File: src/rtl/muu_resp_arbiter.sv
// Packet-atomic round-robin arbiter merging two response sources onto one
// registered output stream, with per-port packet counters and over-length detection.
module muu_resp_arbiter #(
  parameter  int unsigned META_WIDTH          = 96,
  parameter  int unsigned DATA_WIDTH          = META_WIDTH + 512,
  parameter  int unsigned MAX_WORDS_IN_PACKET = 160,
  localparam int unsigned USER_W              = 8,
  localparam int unsigned CNT_W               = 32
) (
  input  logic                  clk,
  input  logic                  rst_n,
  input  logic [DATA_WIDTH-1:0] in0_data,
  input  logic [USER_W-1:0]     in0_user,
  input  logic                  in0_valid,
  input  logic                  in0_last,
  output logic                  in0_ready,
  input  logic [DATA_WIDTH-1:0] in1_data,
  input  logic [USER_W-1:0]     in1_user,
  input  logic                  in1_valid,
  input  logic                  in1_last,
  output logic                  in1_ready,
  output logic [DATA_WIDTH-1:0] output_data,
  output logic [USER_W-1:0]     output_user,
  output logic                  output_valid,
  output logic                  output_last,
  input  logic                  output_ready,
  output logic [CNT_W-1:0]      pkt_cnt0,
  output logic [CNT_W-1:0]      pkt_cnt1,
  output logic                  overlong_err
);

  localparam int unsigned       BEAT_W        = 10;
  localparam logic [BEAT_W-1:0] BEAT_MAX      = '1;
  localparam logic [BEAT_W-1:0] BEAT_LIMIT_M1 = BEAT_W'(MAX_WORDS_IN_PACKET - 1);

  typedef enum logic [1:0] {
    ST_IDLE   = 2'd0,
    ST_GRANT0 = 2'd1,
    ST_GRANT1 = 2'd2
  } state_e;

  state_e              state_q;
  state_e              state_d;
  logic                last_grant_q;
  logic [BEAT_W-1:0]   beat_cnt_q;

  logic                out_free_c;
  logic                accept0_c;
  logic                accept1_c;
  logic                accept_c;
  logic                sel1_c;
  logic [DATA_WIDTH-1:0] sel_data_c;
  logic [USER_W-1:0]   sel_user_c;
  logic                sel_last_c;

  // Output register can take a new beat when empty or draining this cycle
  assign out_free_c = !output_valid || output_ready;

  always_ff @(posedge clk or negedge rst_n) begin
    if (!rst_n) state_q <= ST_IDLE;
    else        state_q <= state_d;
  end

  // Grant is held until the granted port's last beat is accepted
  always_comb begin
    state_d = state_q;
    case (state_q)
      ST_IDLE: begin
        if (in0_valid && in1_valid) state_d = last_grant_q ? ST_GRANT0 : ST_GRANT1;
        else if (in0_valid)         state_d = ST_GRANT0;
        else if (in1_valid)         state_d = ST_GRANT1;
      end
      ST_GRANT0: if (accept0_c && in0_last) state_d = ST_IDLE;
      ST_GRANT1: if (accept1_c && in1_last) state_d = ST_IDLE;
      default:   state_d = ST_IDLE;
    endcase
  end

  // Ready depends only on grant and output-register occupancy, never on valid
  always_comb begin
    in0_ready = 1'b0;
    in1_ready = 1'b0;
    case (state_q)
      ST_GRANT0: in0_ready = out_free_c;
      ST_GRANT1: in1_ready = out_free_c;
      default: ;
    endcase
  end

  assign accept0_c  = in0_valid && in0_ready;
  assign accept1_c  = in1_valid && in1_ready;
  assign accept_c   = accept0_c || accept1_c;
  assign sel1_c     = (state_q == ST_GRANT1);
  assign sel_data_c = sel1_c ? in1_data : in0_data;
  assign sel_user_c = sel1_c ? in1_user : in0_user;
  assign sel_last_c = sel1_c ? in1_last : in0_last;

  always_ff @(posedge clk or negedge rst_n) begin
    if (!rst_n) begin
      output_data  <= '0;
      output_user  <= '0;
      output_last  <= 1'b0;
      output_valid <= 1'b0;
    end else if (accept_c) begin
      output_data  <= sel_data_c;
      output_user  <= sel_user_c;
      output_last  <= sel_last_c;
      output_valid <= 1'b1;
    end else if (output_valid && output_ready) begin
      output_valid <= 1'b0;
    end
  end

  always_ff @(posedge clk or negedge rst_n) begin
    if (!rst_n) begin
      last_grant_q <= 1'b1;
      pkt_cnt0     <= '0;
      pkt_cnt1     <= '0;
    end else begin
      if (accept_c && sel_last_c) last_grant_q <= sel1_c;
      if (accept0_c && in0_last)  pkt_cnt0     <= pkt_cnt0 + CNT_W'(1);
      if (accept1_c && in1_last)  pkt_cnt1     <= pkt_cnt1 + CNT_W'(1);
    end
  end

  // Beat counter flags a packet whose limit-th beat is not its last
  always_ff @(posedge clk or negedge rst_n) begin
    if (!rst_n) begin
      beat_cnt_q   <= '0;
      overlong_err <= 1'b0;
    end else begin
      if (state_q == ST_IDLE)                        beat_cnt_q <= '0;
      else if (accept_c && (beat_cnt_q != BEAT_MAX)) beat_cnt_q <= beat_cnt_q + BEAT_W'(1);
      if (accept_c && !sel_last_c && (beat_cnt_q == BEAT_LIMIT_M1)) overlong_err <= 1'b1;
    end
  end

endmodule

File: config.mk
export PLATFORM = sky130hd
export DESIGN_NAME = muu_resp_arbiter
export DESIGN_NICKNAME = d
export VERILOG_FILES = /design/src/rtl/muu_resp_arbiter.sv
export SDC_FILE = /design/constraint.sdc
export NUM_CORES = 2
export LEC_CHECK = 0
export CAP_MARGIN = 20
export CORE_AREA = 2 2 740 742
export CTS_CLUSTER_DIAMETER = 200
export DETAILED_ROUTE_END_ITERATION = 8
export DIE_AREA = 0 0 742 744
export PLACE_DENSITY = 0.3
export SYNTH_ARGS = -nofsm -noshare
export SYNTH_HDL_FRONTEND = slang
export SYNTH_SLANG_ARGS = --single-unit
File: constraint.sdc
create_clock -name clk -period 2.56 [get_ports clk]
set_input_delay 0.512 -clock clk [delete_from_list [all_inputs] [get_ports clk]]
set_output_delay 0.512 -clock clk [all_outputs]
set_load 0.01 [all_outputs]
==> summary.md <==
| Metric | Value |
|---|---|
| R2R Setup Slk | `0.26 ns` |
| Worst-Margin Slew | `0.800 ns` |
| Worst r2r dst | `output_data[427]` |
| 1st-pass router iterations | `5` |
| Setup crit end kind | `primary output` |
| Setup Skew | `0.0994 ns` |
| First-pass GRT wire length | `481 mm` |
| Max-slew headroom | `46.9%` |
| Die area | `552000 µm²` |
| Tcrit/Tclk final | `96.4%` |
| Synth top area cells | `dfrtp_1, nand2_1, a31oi_1` |
| Register-to-Register Path Depth | `8` |
| Clk pin slew, worst setup/hold paths | `0.06 ns` |
| Final ANT Viol Nets | `0` |
| Clock Latency Late Sink | `0.88 ns` |
| CP startpoint kind | `register` |
| Hold Crit Class | `in2reg` |
| Setup violations, final | `0` |
| DIE WIDTH | `742 µm` |
| Net Count, Synth | `4939` |
| FMAX | `405 MHz` |
| Initial DRC count | `2586` |
| Async S/R FF share, synth | `100%` |
| Ys flop type | `dfrtp_1` |
| Final Critical Period | `2.47 ns` |
| Status | `finished, final reports clean` |
| Design Area, Final | `63600 µm²` |
| Worst Path Arrival | `1.96 ns` |
| Die H | `744 µm` |
| TritonCTS clock tree | `built` |
| Cell Area, Placed | `60500 µm²` |
| #FFs+latches synth | `696` |
| Core area | `544000 µm²` |
| Clock H-tree levels | `3` |
| Flip-flop and latch area | `17500 µm²` |
| Share of post-route cells with drive strength above 1 | `9.19%` |
| Hold path cells | `3` |
| RR Startpoint | `state_q[0]` |
| Post-synth EDFFs | `0` |
| CTS Sinks | `696` |
| Layout area overhead | `104%` |
| Multi-input logic area | `12600 µm²` |
| Drt drc | `0` |
| Setup WS post-layout | `0.0926 ns` |
| Overall Power | `79.2 mW` |
| Final hold violation count | `0` |
| # rows | `271` |
| DR vias | `37000` |
| Port bufs | `1923` |
| Tot GR Track Use | `13.8%` |
| Area share of the largest cell type after synthesis | `55.9%` |
| Worst setup path class | `reg2out` |
| Peak VDD IR | `0.555 mV` |
| Vias in the first global route | `38000` |
| GR Overflow Total | `0` |
| DP Cell Count | `12800` |
| Antenna violations before repair | `125` |
| Initial core utilization | `5.73%` |
| DR WL/cell | `30.6 µm` |
| Crit-path max FO | `4` |
| Hold slack | `0.193 ns` |
| Syn. warnings | `0` |
| Clock root cell | `clkbuf_16` |
| Final net count | `6908` |
| Setup TNS | `0 ns` |
| Hold EP | `output_data[575]` |
| Fillers | `62800` |
| Slew Limit Fails | `0` |
| Routed wire length | `398 mm` |
| Vias per inst | `2.84` |
| Worst hold path startpoint | `in1_data[575]` |
| Cts bufs inserted | `105` |
| Placement-stage worst setup slack | `-0.470 ns` |
| Pwr dens | `1250 nW/µm²` |
| WP data required | `2.05 ns` |
| Largest net degree at the start of global routing | `101` |
| DP HPWL | `355 mm` |
| Yosys top cell by area | `dfrtp_1` |
| Top Ports | `1924` |
| RSZ-0062 raised after global routing | `false` |
| Register area share after synthesis | `56.0%` |
| Pleak | `24.1 nW` |
| Final GP Congestion | `0.976` |
| Layout Utilization | `11.7%` |
| Distinct cell type count after synthesis | `45` |
| Post-Syn Instances | `3697` |
| Fin cells | `13000` |
| Syn Std Cell Area | `31100 µm²` |
| Synth Area per Inst | `8.42 µm²` |
| Max Cap Viol | `0` |
| Max Root-Sink Buffers | `4` |
[what timing repair did]
action / 4_1_cts / 5_1_grt
gates resized for setup: 400 / 22
setup endpoints to repair: 378 / 18
hold endpoints to repair: 144 / 0
setup buffers: 5 / 0
hold buffers: 1 / 0
pin swaps: 2 / 1
[Yosys cell counts, drive strengths merged (5+ instances only)]
library cell and count:
a21oi 6, a31oi 617, and2 6, and3 17, and4 8, buf 110
clkbuf 170, dfrtp 695, inv 5, nand2 1270, nand3 21, nand4 23
nor2 636, nor3 5, nor4 5, xnor2 46, xor2 17
[logic make-up after synthesis]
logic type / share of synthesized area (%)
compound gates: 12.8
xor+xnor: 1.77
fa+ha+maj: 0.121
buf+inv: 3.83
flops: 56.0
mux: 0.237
simple gates: 25.3
[cell type report]
class	instances	area share, %
Inverter	5	0.0295
Tap cell	7234	14.2
Sequential cell	696	27.4
Antenna cell	29	0.114
Timing Repair Buffer	2142	33.1
Multi-Input combinational cell	2716	19.7
Clock buffer	154	4.65
Clock inverter	33	0.684
[routing by layer]
layer | global-route usage [%] | vias to the layer above | part of all wire (%)
met1 | 15.2 | 18300 | 38
met5 | 0 | - | 0.066
met3 | 10.5 | 364 | 17
met2 | 20.5 | 1856 | 42
li1 | - | 16400 | -
met4 | 4.32 | 38 | 3.5
[worst max-delay path by stage]
stage | cells after the start | slack [ns] | start | endpoint
2_1_floorplan | 6 | 0.59 | output_valid | pkt_cnt0[27]
3_3_place_gp | 8 | -0.51 | in0_valid | pkt_cnt0[31]
3_5_place_dp | 8 | -0.47 | in0_valid | pkt_cnt0[31]
4_1_cts | 3 | -0.03 | state_q[0] | in1_ready
5_1_grt | 1 | 0.003 | output_data[579] | output_data[579]
6_report | 3 | 0.09 | state_q[0] | in1_ready
[power breakdown]
| group | total, mW | switching, mW | leakage [nW] | internal (mW) |
|---|---|---|---|---|
| Sequential | 20.9 | 4.77 | 7.86 | 16.2 |
| Clock | 15.1 | 6.33 | 1.66 | 8.79 |
| Combinational | 43.2 | 29.1 | 14.6 | 14.1 |
[cells in the final DEF, fill, tap and decap left out, types with 3 or more instances in the layout]
master,count
nor3_1,4
nor4_4,3
a31oi_1,617
buf_4,240
clkbuf_8,15
ha_1,3
nand3_1,21
and3_1,17
a21oi_1,5
clkbuf_2,6
nand4_1,23
bufinv_16,8
dfrtp_2,40
buf_12,66
inv_1,5
dlygate4sd2_1,333
nand2_1,1270
clkdlybuf4s50_1,1481
and4_1,8
xor2_1,17
nor2_1,634
and2_1,6
mux2_2,3
clkbuf_16,105
clkdlybuf4s15_1,5
diode_2,29
xnor2_1,46
clkinv_2,16
clkbuf_1,34
dfrtp_1,655
dlymetal6s2s_1,5
clkinvlp_4,3
mux2i_1,4
o21ai_0,4
[state kept, by name, indices dropped and copies added (netlist names)]
| name | count |
|---|---|
| output_last | 1 |
| pkt_cnt0 | 32 |
| beat_cnt_q | 10 |
| last_grant_q | 1 |
| output_user | 8 |
| state_q | 2 |
| pkt_cnt1 | 32 |
| overlong_err | 1 |
| output_data | 608 |
| output_valid | 1 |
[critical path: stages, from the launching register on]
cell and delay, ns:
dfrtp_2 0.46, nand2b_4 0.24, nor2_4 0.26, buf_6 0.15
No activity file was read; power rests on OpenSTA's default activity.
